===== src/rtl/controller_reader.sv =====
// controller_reader
// Polls an NES-style serial gamepad and presents the buttons the game uses
// as a registered, active-high vector for the CPU's controller_in port.
//
// Ports:
//   clk            system clock, rising edge
//   reset          synchronous, active-high
//   pad_data       serial data from the controller, active-low (0 = pressed)
//   pad_latch      latch strobe to the controller, active-high
//   pad_clk        shift clock to the controller, idles high
//   controller_out {A, Up, Down, Left, Right}, 1 = pressed
//   update         one-cycle pulse in the cycle controller_out is rewritten
//
// state | meaning
// ------+----------------------------------------------------------------
// IDLE  | poll counter runs 0..POLL_CYCLES-1 between transactions
// LATCH | pad_latch high for 2*HALF_PERIOD cycles
// READ  | 8 bits, each HALF_PERIOD cycles pad_clk low then HALF_PERIOD high
// DONE  | one cycle: load controller_out, raise update for the next cycle
module controller_reader #(
  parameter int HALF_PERIOD = 300,
  parameter int POLL_CYCLES = 833333
) (
  input  logic       clk,
  input  logic       reset,
  input  logic       pad_data,
  output logic       pad_latch,
  output logic       pad_clk,
  output logic [4:0] controller_out,
  output logic       update
);

  localparam int PW = (POLL_CYCLES > 1) ? $clog2(POLL_CYCLES) : 1;
  localparam int TW = $clog2(2 * HALF_PERIOD);

  localparam logic [PW-1:0] POLL_LAST  = PW'(POLL_CYCLES - 1);
  localparam logic [TW-1:0] LATCH_LOAD = TW'(2 * HALF_PERIOD - 1);
  localparam logic [TW-1:0] HALF_LOAD  = TW'(HALF_PERIOD - 1);

  localparam logic [1:0] S_IDLE  = 2'd0;
  localparam logic [1:0] S_LATCH = 2'd1;
  localparam logic [1:0] S_READ  = 2'd2;
  localparam logic [1:0] S_DONE  = 2'd3;

  logic [1:0]    state;
  logic [PW-1:0] poll_cnt;
  logic [TW-1:0] timer;      // down-counter, phase ends when it reaches 0
  logic [2:0]    bit_idx;
  logic          low_phase;
  logic [4:0]    buttons;    // only the five bits the game uses are kept
  logic          sync1;
  logic          sync2;

  always_ff @(posedge clk) begin
    if (reset) begin
      sync1 <= 1'b1;
      sync2 <= 1'b1;
    end else begin
      sync1 <= pad_data;
      sync2 <= sync1;
    end
  end

  always_ff @(posedge clk) begin
    if (reset) begin
      state          <= S_IDLE;
      poll_cnt       <= '0;
      timer          <= '0;
      bit_idx        <= 3'd0;
      low_phase      <= 1'b0;
      buttons        <= 5'b00000;
      pad_latch      <= 1'b0;
      pad_clk        <= 1'b1;
      controller_out <= 5'b00000;
      update         <= 1'b0;
    end else begin
      update <= 1'b0;
      case (state)
        S_IDLE: begin
          if (poll_cnt == POLL_LAST) begin
            poll_cnt  <= '0;
            state     <= S_LATCH;
            pad_latch <= 1'b1;
            timer     <= LATCH_LOAD;
          end else begin
            poll_cnt <= poll_cnt + PW'(1);
          end
        end

        S_LATCH: begin
          if (timer == '0) begin
            state     <= S_READ;
            pad_latch <= 1'b0;
            pad_clk   <= 1'b0;
            low_phase <= 1'b1;
            bit_idx   <= 3'd0;
            timer     <= HALF_LOAD;
          end else begin
            timer <= timer - TW'(1);
          end
        end

        S_READ: begin
          if (timer != '0) begin
            timer <= timer - TW'(1);
          end else if (low_phase) begin
            // Last low cycle: capture the bit. B, Select, Start are dropped.
            case (bit_idx)
              3'd0:    buttons[4] <= ~sync2;
              3'd4:    buttons[3] <= ~sync2;
              3'd5:    buttons[2] <= ~sync2;
              3'd6:    buttons[1] <= ~sync2;
              3'd7:    buttons[0] <= ~sync2;
              default: ;
            endcase
            low_phase <= 1'b0;
            pad_clk   <= 1'b1;
            timer     <= HALF_LOAD;
          end else if (bit_idx == 3'd7) begin
            state <= S_DONE;
          end else begin
            bit_idx   <= bit_idx + 3'd1;
            low_phase <= 1'b1;
            pad_clk   <= 1'b0;
            timer     <= HALF_LOAD;
          end
        end

        S_DONE: begin
          controller_out <= buttons;
          update         <= 1'b1;
          state          <= S_IDLE;
        end

        default: state <= S_IDLE;
      endcase
    end
  end

endmodule


===== config.mk =====
export PLATFORM = sky130hd
export DESIGN_NAME = controller_reader
export DESIGN_NICKNAME = d
export VERILOG_FILES = /design/src/rtl/controller_reader.sv
export SDC_FILE = /design/constraint.sdc
export NUM_CORES = 1
export LEC_CHECK = 0
export ABC_AREA = 1
export BUFFER_PORTS_ARGS = -buffer_cell sky130_fd_sc_hd__buf_2
export CAP_MARGIN = 25
export CORE_MARGIN = 8
export CORE_UTILIZATION = 61
export CTS_CLUSTER_DIAMETER = 30
export DETAILED_ROUTE_END_ITERATION = 8
export GPL_ROUTABILITY_DRIVEN = 0
export PLACE_DENSITY = 0.79
export SETUP_SLACK_MARGIN = 0.02
export SYNTH_ARGS = -nofsm -noshare
export SYNTH_HDL_FRONTEND = slang
export SYNTH_SLANG_ARGS = --single-unit

===== constraint.sdc =====
create_clock -name clk -period 2.1 [get_ports clk]
set_input_delay 0.42 -clock clk [delete_from_list [all_inputs] [get_ports clk]]
set_output_delay 0.42 -clock clk [all_outputs]
set_load 0.02 [all_outputs]

==> results.md <==
* # Post-CTS Setup Buffers at 0
* Clk slew on worst S/H paths at around 0.10 ns
* Cts-stage hold buffer count at 0
* Critical Path Start: state[0]$_SDFFE_PP0P_
* Ys Warns at 0
* Gr usage total at between 15 and 20%
* 1st-pass router iterations at 4
* Crit Path Class: reg2reg
* Register area share after synthesis at 35.42%
* Status: finished clean
* Fin. max-slew vios at 0
* P_leak at 1.420 nW
* Final ANT Viol Nets at 0
* Count of clock tree sinks at 51
* CTS Buffer Depth at 2
* Chip width at between 80 and 90 um
* CP Max Fanout at 11
* Pre-CTS setup slack at between 0.3 and 0.4 ns
* Most common cell after layout, fill and taps aside: nand2_1
* Max Clock Freq at 552.8 MHz
* Routed length per instance at 11.99 um
* Hold Crit Class: in2reg
* Combinational power share at 54.2%
* Synth Register Bits at 51
* IO Pins at 11
* Average size of a mapped cell at ~6.7 sq um
* Die Ht at 84.75 um
* Main synth FF type: dfxtp_1
* Cell taking the most area after synthesis: dfxtp_1
* I/O Buffers at 10
* Slew margin rel. at 72.00%
* Synth area leaders: dfxtp_1 (35%), nand2_1 (12%), nor2_1 (9.9%)
* Htree depth at 2
* TritonCTS Buffers at 5
* Final-report setup violation count at 0
* TritonCTS clock tree: yes
* Number of core rows at 25
* Fin. Hold Viols at 0
* Sequential Power Share at 31.8%
* Worst Setup Slack, final at between 0.2 and 0.3 ns
* Vias at 2596
* Post-synth cell types at 33
* GRT overflow at 0
* Arrival time worst endpoint at 2.05 ns
* First-pass GRT wire length at 10.52 mm
* Worst R2R Start: state[0]$_SDFFE_PP0P_
* Root Driver: clkbuf_8
* Core area at between 4000 and 5000 sq um
* Vias in the first global route at 2406
* Post-Syn Nets at 447
* Final period utilization at 86.14%
* # placed instances at between 400 and 500
* RSZ-0062 raised after global routing: no
* Switching portion of total power at 48.13%
* Largest net degree at the start of global routing at 26
* Post-Place Cell Area at 2974 sq um
* HPWL after DPL at 4.516 mm
* Nets at 457
* Non-filler cells, final at 496
* Setup crit end kind: flip-flop
* Most frequent cells in the layout: nand2_1 (95), nor2_1 (76), inv_1 (52)
* Nature of the critical path startpoint: flip-flop
* Min cycle time layout at 1.809 ns
* Initial antenna violation count at 0
* Worst-margin pin slew at 0.4200 ns
* Final setup TNS at 0 ns
* Clock Latency Late Sink at approximately 0.30 ns
* Mapped Area at ~2900 sq um
* DRT iter0 DRCs at 170
* Drc violations at 0
* Max Clock Skew at 0.003522 ns
* Clk pwr share at around 14%
* CP required at 2.34 ns
* Post-synth EDFFs at 0
* Crit-path max cell delay at about 0.40 ns
* HP Start: pad_data
* Layout cells sized above 1 at 11.31%
* Via density at between 5 and 6
* Antenna cells at 0
* Routed WL at 5.946 mm
* Area added between synthesis and finish at 6.424%
* Int Power at 2.134 mW
* Psw at 1.980 mW
* Max-cap violations at 0
* Slowest-stage cell, CP: nor4_1
* Post-synth top area share at between 30% and 40%
* Crit-path cells: inv_1, ha_1, inv_2, nor4_1, nand2_1, or2_0, a21oi_1
* Mapped Cells at around 430
* Peak supply drop at 875.4 uV
* Final Cell Area at 3068 sq um
* Die area at 7182 sq um
* Post-CTS Resized at 0
* Starting Density at 62.27%
* Pwr dens at 1341 nW/um^2
* Asr flop ratio synth at 0%
-- kinds of logic (layout without fill, tap and decap cells) --
kind of cell,after synthesis,in the layout,synth area share (%)
and+or+nand+nor,244,244,38.37
buffers and inverters,73,84,9.896
DFF,51,51,35.42
AOI/OAI and AO/OA,37,37,6.728
adders and majority gates,13,13,5.642
xor gates and xnor gates,13,13,3.950
-- worst max-delay path, delay by kind of cell (launching register included) --
family / cells / cell delay, ns
buffers and inverters: 2 / 0.24
adders and majority gates: 1 / 0.31
DFF: 1 / 0.35
and+or+nand+nor: 3 / 0.73
AOI/OAI and AO/OA: 1 / 0.11
-- cell type report --
cell class                 count  area, sq um
multi-input combinational    307         1577
tap                           54        67.56
inverter                      63        236.5
clock buffer                   5        68.82
fill                         427         1562
sequential                    51         1021
timing repair buffer          13        72.57
clock inverter                 3        25.02
-- synthesized netlist by cell type (2+ instances only) --
| master | n |
|---|---|
| nor3b_1 | 2 |
| buf_2 | 3 |
| nand2_1 | 95 |
| nand3_1 | 27 |
| or2_2 | 2 |
| nand2_4 | 2 |
| clkbuf_1 | 6 |
| nor2_2 | 6 |
| nor2_4 | 2 |
| nand4_1 | 11 |
| dfxtp_1 | 51 |
| a21oi_1 | 15 |
| inv_1 | 52 |
| nand2_2 | 4 |
| nor2_1 | 76 |
| o21ai_0 | 13 |
| xnor2_1 | 3 |
| nor3_1 | 11 |
| xor2_1 | 10 |
| nor4_1 | 2 |
| inv_2 | 10 |
| o21ai_1 | 5 |
| ha_1 | 13 |
-- per-stage QoR --
stage          util [%]  hold WS, ns  power, mW
6_report          66.27       0.2992      4.114
5_1_grt           66.27       0.2804      4.500
4_1_cts           66.27       0.2939      4.117
3_5_place_dp      64.24       0.4087      3.533
3_3_place_gp      64.24       0.3915      3.465
2_1_floorplan         -       0.3895      3.138
-- per-layer routing --
metal / GRT usage [%] / share of wire (%)
met1: 21.68 / 48
met2: 29.49 / 46
met3: 3.610 / 4.6
met4: 4.693 / 1.4
met5: 0 / 0
-- flip-flops by register name, indices dropped and copies added (netlist names) --
name,cells
state,2
sync2,1
pad_latch,1
bit_idx,3
pad_clk,1
buttons,5
update,1
controller_out,5
low_phase,1
sync1,1
timer,10
poll_cnt,20
-- power groups by stage --
stage	Clock (mW)	Sequential, mW	Combinational [mW]
after floorplan	0	1.31	1.83
after global placement	0	1.32	2.14
after detailed placement	0	1.33	2.20
after CTS	0.593	1.31	2.22
after global routing	0.632	1.34	2.53
final	0.576	1.31	2.23
-- final timing paths --
kind,cells after the start,end,slack (ns)
setup reg to reg,7,poll_cnt[13]$_SDFFE_PP0P_,0.29
hold reg to reg,1,sync2$_SDFF_PP1_,0.43
hold / removal,2,sync1$_SDFF_PP1_,0.30
setup / recovery,7,poll_cnt[13]$_SDFFE_PP0P_,0.29
Power figures use the tool's default switching activity.
